===== src/rtl/pc_pkg.sv =====
// Shared types and constants for the fetch-address controller.
// Purely declarative; no latency.
// No flow control.
package pc_pkg;

    localparam logic [31:0] DEFAULT_RESET_VECTOR = 32'h8000_0000;
    localparam logic [31:0] DEFAULT_EXC_VECTOR   = 32'h8000_0180;
    localparam logic [31:0] PC_STEP              = 32'd4;

    typedef enum logic {
        RUN,
        PEND
    } state_t;

    typedef enum logic [2:0] {
        SRC_SEQ,
        SRC_JUMP,
        SRC_BRANCH,
        SRC_ERET,
        SRC_EXC
    } src_t;

    typedef struct packed {
        src_t        src;
        logic [31:0] target;
    } redirect_t;

    // Redirects that squash the instruction already fetched (jumps keep their delay slot).
    function automatic logic is_flush_src(input src_t s);
        return (s == SRC_BRANCH) || (s == SRC_ERET) || (s == SRC_EXC);
    endfunction

endpackage


===== src/rtl/pc_redirect_arb.sv =====
// Picks the winning fetch redirect and its target: exc > eret > branch > pending > jump > seq.
// Combinational, zero latency.
// No flow control; stall handling is left to the caller.
module pc_redirect_arb
    import pc_pkg::*;
#(
    parameter logic [31:0] EXC_VECTOR = DEFAULT_EXC_VECTOR
) (
    input  logic        jump_req,
    input  logic [31:0] jump_target,
    input  logic        branch_req,
    input  logic [31:0] branch_target,
    input  logic        exc_req,
    input  logic        eret_req,
    input  logic        exl,
    input  state_t      state,
    input  logic [31:0] epc,
    input  logic [31:0] pend_target,
    input  logic        pend_branch,
    output redirect_t   sel
);

    always_comb begin
        sel.src    = SRC_SEQ;
        sel.target = '0;
        if (exc_req && !exl) begin
            sel.src    = SRC_EXC;
            sel.target = EXC_VECTOR;
        end else if (eret_req && exl) begin
            sel.src    = SRC_ERET;
            sel.target = epc;
        end else if (branch_req) begin
            sel.src    = SRC_BRANCH;
            sel.target = branch_target;
        end else if (state == PEND) begin
            // A held redirect keeps its original kind; new jumps are dropped here.
            sel.src    = pend_branch ? SRC_BRANCH : SRC_JUMP;
            sel.target = pend_target;
        end else if (jump_req) begin
            sel.src    = SRC_JUMP;
            sel.target = jump_target;
        end
    end

endmodule


===== src/rtl/pc_sequencer.sv =====
// Program-counter owner: sequential fetch, jump/branch/exception/eret redirects, EXL tracking.
// Redirect visible on ia one edge after the request; flush follows for one cycle.
// stall holds ia and parks branch/jump redirects in PEND; exc/eret ignore stall.
module pc_sequencer
    import pc_pkg::*;
#(
    parameter logic [31:0] RESET_VECTOR = DEFAULT_RESET_VECTOR,
    parameter logic [31:0] EXC_VECTOR   = DEFAULT_EXC_VECTOR
) (
    input  logic        clk,
    input  logic        reset,
    input  logic        stall,
    input  logic        jump_req,
    input  logic [31:0] jump_target,
    input  logic        branch_req,
    input  logic [31:0] branch_target,
    input  logic        exc_req,
    input  logic [31:0] exc_pc,
    input  logic        eret_req,
    output logic [31:0] ia,
    output logic        flush,
    output logic [31:0] epc,
    output logic        exl,
    output logic        pend
);

    state_t      state, state_d;
    logic [31:0] ia_d, epc_d, pend_target, pend_target_d;
    logic        exl_d, flush_d, pend_branch, pend_branch_d;
    redirect_t   sel;

    pc_redirect_arb #(
        .EXC_VECTOR (EXC_VECTOR)
    ) u_arb (
        .jump_req      (jump_req),
        .jump_target   (jump_target),
        .branch_req    (branch_req),
        .branch_target (branch_target),
        .exc_req       (exc_req),
        .eret_req      (eret_req),
        .exl           (exl),
        .state         (state),
        .epc           (epc),
        .pend_target   (pend_target),
        .pend_branch   (pend_branch),
        .sel           (sel)
    );

    always_comb begin
        state_d       = state;
        ia_d          = ia;
        epc_d         = epc;
        exl_d         = exl;
        flush_d       = 1'b0;
        pend_target_d = pend_target;
        pend_branch_d = pend_branch;
        unique case (sel.src)
            SRC_EXC: begin
                ia_d    = sel.target;
                epc_d   = exc_pc;
                exl_d   = 1'b1;
                state_d = RUN;
                flush_d = 1'b1;
            end
            SRC_ERET: begin
                ia_d    = sel.target;
                exl_d   = 1'b0;
                state_d = RUN;
                flush_d = 1'b1;
            end
            SRC_BRANCH, SRC_JUMP: begin
                if (stall) begin
                    // Flush is withheld until the deferred load actually happens.
                    state_d       = PEND;
                    pend_target_d = sel.target;
                    pend_branch_d = (sel.src == SRC_BRANCH);
                end else begin
                    ia_d    = sel.target;
                    state_d = RUN;
                    flush_d = is_flush_src(sel.src);
                end
            end
            default: begin
                if (!stall) begin
                    ia_d = ia + PC_STEP;
                end
            end
        endcase
    end

    always_ff @(posedge clk) begin
        if (reset) begin
            state       <= RUN;
            ia          <= RESET_VECTOR;
            epc         <= '0;
            exl         <= 1'b0;
            flush       <= 1'b0;
            pend_target <= '0;
            pend_branch <= 1'b0;
        end else begin
            state       <= state_d;
            ia          <= ia_d;
            epc         <= epc_d;
            exl         <= exl_d;
            flush       <= flush_d;
            pend_target <= pend_target_d;
            pend_branch <= pend_branch_d;
        end
    end

    assign pend = (state == PEND);

endmodule

===== config.mk =====
export PLATFORM = sky130hd
export DESIGN_NAME = pc_sequencer
export DESIGN_NICKNAME = d
export VERILOG_FILES = /design/src/rtl/pc_pkg.sv /design/src/rtl/pc_redirect_arb.sv /design/src/rtl/pc_sequencer.sv
export SDC_FILE = /design/constraint.sdc
export NUM_CORES = 1
export LEC_CHECK = 0
export ABC_AREA = 1
export BUFFER_PORTS_ARGS = -buffer_cell sky130_fd_sc_hd__buf_2
export CELL_PAD_IN_SITES_DETAIL_PLACEMENT = 1
export CELL_PAD_IN_SITES_GLOBAL_PLACEMENT = 2
export CORE_ASPECT_RATIO = 0.7
export CORE_MARGIN = 2
export CORE_UTILIZATION = 30
export CTS_BUF_LIST = sky130_fd_sc_hd__clkbuf_4 sky130_fd_sc_hd__clkbuf_8
export DETAILED_ROUTE_END_ITERATION = 10
export GPL_TIMING_DRIVEN = 0
export PLACE_DENSITY = 0.95
export SETUP_SLACK_MARGIN = 0.4
export SYNTH_ARGS = -nofsm -noshare
export SYNTH_HDL_FRONTEND = slang
export SYNTH_SLANG_ARGS = --single-unit

===== constraint.sdc =====
create_clock -name clk -period 4.5 [get_ports clk]
set_input_delay 0.45 -clock clk [delete_from_list [all_inputs] [get_ports clk]]
set_output_delay 0.45 -clock clk [all_outputs]
set_load 0.02 [all_outputs]

* Word level (Yosys, flattened, before mapping)
Index checks and enable logic that the tools add are counted.
Word-level totals: bits in registers 100, input port bits 103, output and inout port bits 67
Operators by class: $add $sub $neg 1, eq/ne operators 6, multiplexer cells 14, reduce and logical (&&, ||, !) cells 11
Operators by type and width (number):
- 35-bit 2-to-1 mux | 4
- 32-bit 2-to-1 mux | 2
- 32-bit case mux with 2 select lines | 1
- 33-bit 2-to-1 mux | 1
- 32-bit by 3-bit adder with 32-bit output, second input constant | 1
- 3-bit by 2-bit equality test with 1-bit output, second input constant | 2
- 1-bit case mux with 2 select lines | 3
- 2-bit != test, second input constant | 2
- 2-bit AND reduction | 2
- 2-bit nonzero test | 2
- 2-bit OR reduction | 2
- 3-bit by 1-bit equality test with 1-bit output, second input constant | 1
- 3-bit equality test, second input constant | 1
- 1-bit logical AND | 2
- 1-bit logical OR | 2
- 1-bit 2-to-1 mux | 2
- 2-bit 2-to-1 mux | 1
- 1-bit logical NOT | 1

* Longest topological paths before layout
Gate-level depths: netlist of the first run.
depth after elaboration 10, depth in mapped cells 11

* Cells and area by module
A second synthesis of the first run with hierarchy kept.
Second synthesis, totals: cells, all modules 1064, area total of the unflattened synthesis 6348.6 um2
By module, submodules not included:
- pc_sequencer | instances 1, cells each 703, area each 4715.8 um2, seq. area each 2001.9 um2
- pc_redirect_arb | instances 1, cells each 361, area each 1632.8 um2, seq. area each 0.0 um2

* Worst setup path after synthesis of the first run
No wires, ideal clock.
kind reg-to-reg, start reg ia[2], end reg ia[22], library setup time 114 ps, data arrival time 1609 ps, required time 4386 ps, setup slack 2777 ps, stages on the path, launching flop included 11, buffers on the path 0, clock period less this slack 1723 ps, cell sequence dfxtp_1 -> ha_1 -> nand2_2 -> nor2_2 -> nand2_2 -> nor2_4 -> inv_1 -> nor2_2 -> nand2_1 -> a21oi_1 -> nor2_1
On the way: longest elaborated chain between the ends 3
Ends and longest elaborated chain:
- start, declared | line pc_sequencer.sv:20 | output logic [31:0] ia,
- start signal, assigned | line pc_sequencer.sv:102 | ia <= ia_d;
- 32-bit by 3-bit adder with 32-bit output | line pc_sequencer.sv:85 | ia_d = ia + PC_STEP;
- 32-bit 2-to-1 mux | line pc_sequencer.sv:84 | if (!stall) begin
- 32-bit case mux with 2 select lines | line pc_sequencer.sv:57 | unique case (sel.src)
Every way passes these cells. The select of a mux whose other input is x is not followed. A chain may end at the register's enable or synchronous reset.

* Final worst setup path of the first run
start reg exl, end reg ia[5]
On the way: longest elaborated chain between the ends 7, elaborated cells between the ends (all ways) 16, classes of those cells eq/ne: 6; mux: 4; reduce/logical: 6
Ends and longest elaborated chain:
- start, declared | line pc_sequencer.sv:23 | output logic exl,
- start signal, assigned | line pc_sequencer.sv:104 | exl <= exl_d;
- 1-bit logical AND / 1-bit logical NOT (equally long branches) | line pc_redirect_arb.sv:29, pc_redirect_arb.sv:26
- 35-bit 2-to-1 mux / 1-bit logical AND (equally long branches) | line pc_redirect_arb.sv:29, pc_redirect_arb.sv:26
- 35-bit 2-to-1 mux (*) | line pc_redirect_arb.sv:26 | if (exc_req && !exl) begin
- 3-bit by 2-bit equality test with 1-bit output, or another cell as far along | line pc_sequencer.sv:57
- 2-bit OR reduction (on tied branches)
- 2-bit != test (no source line)
- 2-bit AND reduction (no source line)
Every way passes the cells marked *; elsewhere a longest branch is shown, timed or not. The select of a mux whose other input is x is not followed.

==> metrics.cfg, run 1 <==
[synth]
yosysUniqueCellTypes = 35
syn_nets = 1009
synth_area_um2 = 5680
synth_seq_cells = 100
synth_edf_count = 0
yosysWarnings = 0
synth-main-ff-cell = dfxtp_1
ys_seq_area_frac = 0.353
syn_inst = 905
synthArstFlopShare = 0
syn_area_per_cell_um2 = 6.28

[setup_path]
reg2reg_to = ia[5]
slowest_delay_ps = 530
crit_type = reg2reg
cp.arrival_ps = 2310
critPathSlowestCell = clkbuf_1
crit_fanout = 10
rr_worst_depth = 7
cp_cell_sequence = nand2_2, clkbuf_1, nand2_1, o21ai_0, nand3_1, nand2_1, inv_1
worst_r2r_startpoint = exl
worstPathRequired_ps = 4800
critical-path-top-delay-family = buffers and inverters
start_kind = flip-flop
end_kind = flip-flop
rrSetupSlack_ps = 2490
cpMostUsedCell = nand2_1
crit_buf_inv = 2

[min_path]
holdPathStages = 3
min_to = epc[27]
hold_path.class = in2reg
hp-start = exc_pc[27]

[grt]
grt_usage = 0.252
grt_max_degree = 17
overflow = 0
grt_first_pass_wirelength_um = 38800
antenna_found_initial = 2
grt_pass1_vias = 6767

[sta]
max_freq_mhz = 497
maxSlewViolCount = 0
fin_crit_sh = 0.447
slew_headroom = 0.513
skew_ps = 12.8
tightest_slew_ps = 731
finalSetupViolations = 0
min_period_ps = 2010
hold_slack_ps = 295
hold_viol_final = 0
tns_ps = 0
rsz0062_at_grt = false

[clock_tree]
htreeDepth = 3
cts_hold_buffers = 0
post_cts_buffers = 0
post_cts_resized = 0
cts-buffers-inserted = 9
cts_tree = yes
cts.sink_count = 100
insertion_delay_ps = 400
cts-root-buf = clkbuf_8
cts.clk_slew.worst_paths_ps = 100
cts_buffer_depth = 2

[layout]
area_growth_pct = 23.8
final_common_cell = nand2_1
stdcell_count = 1329
fin_nets = 1186
layout-drive-gt1-share = 0.215
num_antenna_cells = 0
final_cell_mix = 239 x nand2_1, 188 x buf_2, 119 x a21oi_1

[drt]
drt-pass1-iter-count = 5
vias = 6846
wl_um = 25100
vias_per_cell = 5.15
wl_per_cell_um = 18.9
antenna_left = 0
drc = 0
drt_iter0_markers = 502

[placement]
dp_hpwl_um = 19900
place_congestion = 0.878
io_buffers = 166
dp.cells = 1313

[pwr]
power_density_nw_per_um2 = 325
peakVddDrop_mv = 0.116
p_leak_nw = 3.31

[floorplanning]
dieArea_um2 = 20100
dieHeight_um = 119
coreArea_um2 = 18700
rows = 42
die_w_um = 168
start_util = 0.304
pin_count = 170

[outcome]
status = completed

[run]
maxCapViolations = 0

[tightest hold or removal path, stage by stage]
cell     delay (ps)
buf_2           100
nand2_1          50
a21oi_1          50
[registers in the layout (all words and copies together), names as in the netlist]
| register | cells |
|---|---|
| epc | 32 |
| exl | 1 |
| flush | 1 |
| ia | 32 |
| pend | 1 |
| pend_branch | 1 |
| pend_target | 32 |
[cells in the mapped netlist (all sizes together) (2+ instances only)]
master,count,area [um^2]
nand2,248,968
a21oi,119,596
o21ai,107,536
dfxtp,100,2000
nor2,97,394
inv,86,325
nand3,38,195
buf,30,155
clkbuf,23,86.3
o211ai,13,97.6
a22oi,12,90.1
nand3b,5,37.5
nand4,5,31.3
nor3,4,20.0
xor2,4,35.0
a211oi,2,15.0
a31oi,2,12.5
a41oi,2,17.5
o21bai,2,15.0
[stage by stage]
stage                util  total power [mW]  setup slack (ps)  instance area [um^2]
finish              0.376              2.29              2490                  7030
global route        0.376              2.40              2330                  7030
CTS                 0.376              2.29              2540                  7030
detailed placement  0.364              1.64              2210                  6810
global placement    0.364              1.62              2290                  6810
floorplan               -              1.39              2780                  5680
[per-layer routing]
metal  GRT usage  part of all wire  wire length, um  up-vias
met2       0.380              0.41            10400      230
li1            -                 -                -     3316
met5           0           0.00052               13        -
met3      0.0432             0.063             1570       25
met1       0.373              0.51            12800     3273
met4      0.0544             0.014              363        2
[where the power goes]
part           internal, mW  switching [mW]  leakage, nW  total [mW]
Sequential            0.964          0.0757        0.826        1.04
Clock                 0.306           0.354        0.109       0.660
Combinational         0.190           0.399         2.37       0.588
[cell families after synthesis]
| kind of cell | synth area share |
|---|---|
| flip-flops | 0.353 |
| adder cells (fa/ha/maj) | 0.00220 |
| buffers and inverters | 0.0998 |
| AO/OA/AOI/OAI | 0.246 |
| AND/OR/NAND/NOR | 0.292 |
| XOR/XNOR | 0.00771 |
[final cells by class]
type                       count  area (um^2)
fill                        2531        11700
tap                          242          303
clock buffer                  12          165
buffer                        53          241
sequential                   100         2000
clock inverter                 4         55.1
inverter                      86          325
timing repair buffer         166          831
multi-input combinational    666         3110
[how the worst max path moves through the flow]
stage,from,to,slack (ps),cells past startpoint
global placement,reset,pend_target[19],2290,6
global route,pend,ia[5],2330,9
floorplan,ia[2],ia[22],2780,10
detailed placement,reset,pend_target[19],2210,6
CTS,exl,ia[5],2540,7
finish,exl,ia[5],2490,7
Note: power is estimated with default switching activity, not from simulation.
==> inputs of run 2 (changes only) <==
--- a/config.mk
+++ b/config.mk
@@ -11,11 +11,11 @@
 export CELL_PAD_IN_SITES_GLOBAL_PLACEMENT = 2
 export CORE_ASPECT_RATIO = 0.7
 export CORE_MARGIN = 2
-export CORE_UTILIZATION = 30
+export CORE_UTILIZATION = 27
 export CTS_BUF_LIST = sky130_fd_sc_hd__clkbuf_4 sky130_fd_sc_hd__clkbuf_8
 export DETAILED_ROUTE_END_ITERATION = 10
 export GPL_TIMING_DRIVEN = 0
-export PLACE_DENSITY = 0.95
+export PLACE_DENSITY = 0.92
 export SETUP_SLACK_MARGIN = 0.4
 export SYNTH_ARGS = -nofsm -noshare
 export SYNTH_HDL_FRONTEND = slang
==> constraint.sdc (replaced) <==
create_clock -name clk -period 2 [get_ports clk]
set_input_delay 0.2 -clock clk [delete_from_list [all_inputs] [get_ports clk]]
set_output_delay 0.2 -clock clk [all_outputs]
set_load 0.02 [all_outputs]
==> metrics.cfg, run 2 (synthesis results as in run 1) <==
[floorplanning]
start_util = 0.274
die_w_um = 177
rows = 44
dieHeight_um = 125
pin_count = 170
dieArea_um2 = 22200
coreArea_um2 = 20700

[drt]
drt_iter0_markers = 538
wl_um = 27100
wl_per_cell_um = 19.5
drt-pass1-iter-count = 5
drc = 0
vias_per_cell = 5.10
vias = 7111
antenna_left = 0

[setup_path]
critPathSlowestCell = dfxtp_4
rr_worst_depth = 10
slowest_delay_ps = 420
reg2reg_to = pend_target[0]
cpMostUsedCell = nand2_8
cp_cell_sequence = inv_4, nand2_8, nand2_8, clkinv_8, nand2_8, nor2_4, buf_8, buf_4, o21ai_0, a21oi_1
worst_r2r_startpoint = exl
worstPathRequired_ps = 2350
critical-path-top-delay-family = simple AND/OR/NAND/NOR gates
start_kind = flip-flop
crit_fanout = 8
crit_type = reg2reg
cp.arrival_ps = 2020
crit_buf_inv = 4
end_kind = flip-flop
rrSetupSlack_ps = 330

[grt]
grt_max_degree = 17
grt_first_pass_wirelength_um = 39400
grt_pass1_vias = 6821
antenna_found_initial = 1
overflow = 0
grt_usage = 0.232

[clock_tree]
cts_hold_buffers = 0
htreeDepth = 3
cts_tree = yes
cts.clk_slew.worst_paths_ps = 110
cts.sink_count = 100
cts-root-buf = clkbuf_8
insertion_delay_ps = 410
cts_buffer_depth = 2
cts-buffers-inserted = 9

[layout]
layout-drive-gt1-share = 0.323
area_growth_pct = 38.8
fin_nets = 1217
stdcell_count = 1393
final_cell_mix = 235 x nand2_1, 175 x buf_2, 109 x a21oi_1
reg_top3 = epc x32, ia x32, pend_target x32
num_antenna_cells = 0
final_common_cell = nand2_1
postLayoutCoreUtil = 0.381
final_cell_area_um2 = 7880
fillerInstances = 2722

[sta]
min_period_ps = 1670
slew_headroom = 0.418
hold_viol_final = 0
fin_crit_sh = 0.837
tns_ps = 0
maxSlewViolCount = 0
max_freq_mhz = 598
skew_ps = 16.3
finalSetupViolations = 0
tightest_slew_ps = 873
rsz0062_at_grt = true

[placement]
io_buffers = 166
dp.cells = 1347
dp_hpwl_um = 20500
place_congestion = 0.912
dpl_cell_area_um2 = 6860

[min_path]
min_to = epc[25]
hp-start = exc_pc[25]
hold_path.class = in2reg
holdPathStages = 3

[pwr]
total_power_mw = 5.33
peakVddDrop_mv = 0.331
power_density_nw_per_um2 = 677
p_leak_nw = 3.61

[outcome]
status = completed

[run]
maxCapViolations = 0

==> run 2: area by class of cell <==
cell class | count | area, um^2 | share of cell area
Multi-Input combinational cell | 666 | 3420 | 0.434
Sequential cell | 100 | 2050 | 0.260
Timing Repair Buffer | 197 | 1160 | 0.147
Buffer | 53 | 370 | 0.0470
Inverter | 86 | 350 | 0.0444
Tap cell | 276 | 345 | 0.0438
Clock buffer | 9 | 124 | 0.0157
Clock inverter | 6 | 66.3 | 0.00841
==> run 2: per-stage QoR <==
| step | setup WS [ps] | hold slack [ps] |
|---|---|---|
| 2_1_floorplan | 431 | 345 |
| 3_3_place_gp | 22.2 | 459 |
| 3_5_place_dp | -14.4 | 467 |
| 4_1_cts | 357 | 35.6 |
| 5_1_grt | 244 | 47.9 |
| 6_report | 327 | 44.1 |
==> run 2: how the worst max path moves through the flow <==
stage / startpoint / end / slack (ps) / cells after the start
global route: exl / pend_target[22] / 240 / 9
floorplan: ia[2] / ia[22] / 430 / 10
detailed placement: reset / pend_target[20] / -10 / 6
global placement: reset / pend_target[21] / 20 / 6
CTS: pend / ia[24] / 360 / 10
finish: exl / pend_target[0] / 330 / 10
==> run 2: power breakdown <==
part	total [mW]	leakage (nW)	internal, mW	switching, mW
Sequential	2.36	0.837	2.18	0.177
Combinational	1.59	2.68	0.580	1.01
Clock	1.39	0.0873	0.572	0.814
==> run 2: tightest hold or removal path, delay by kind of cell <==
family | cells | cell delay, ps
AOI/OAI and AO/OA | 1 | 50
and+or+nand+nor | 1 | 50
buffers and inverters | 1 | 100
==> run 2: repair_timing <==
| item | CTS | global route |
|---|---|---|
| pin swaps | 3 | 12 |
| endpoints found under the setup margin | 94 | 85 |
| setup buffers | 5 | 20 |
| endpoints found under the hold margin | 0 | 0 |
| gates cloned | 1 | 5 |
| gates resized for setup | 84 | 130 |
==> run 2: layer usage <==
layer | vias to the layer above | track usage | share of wire
met1 | 3403 | 0.341 | 0.49
met5 | - | 0 | 0.00048
li1 | 3393 | - | -
met4 | 2 | 0.0526 | 0.016
met2 | 278 | 0.343 | 0.42
met3 | 35 | 0.0529 | 0.078
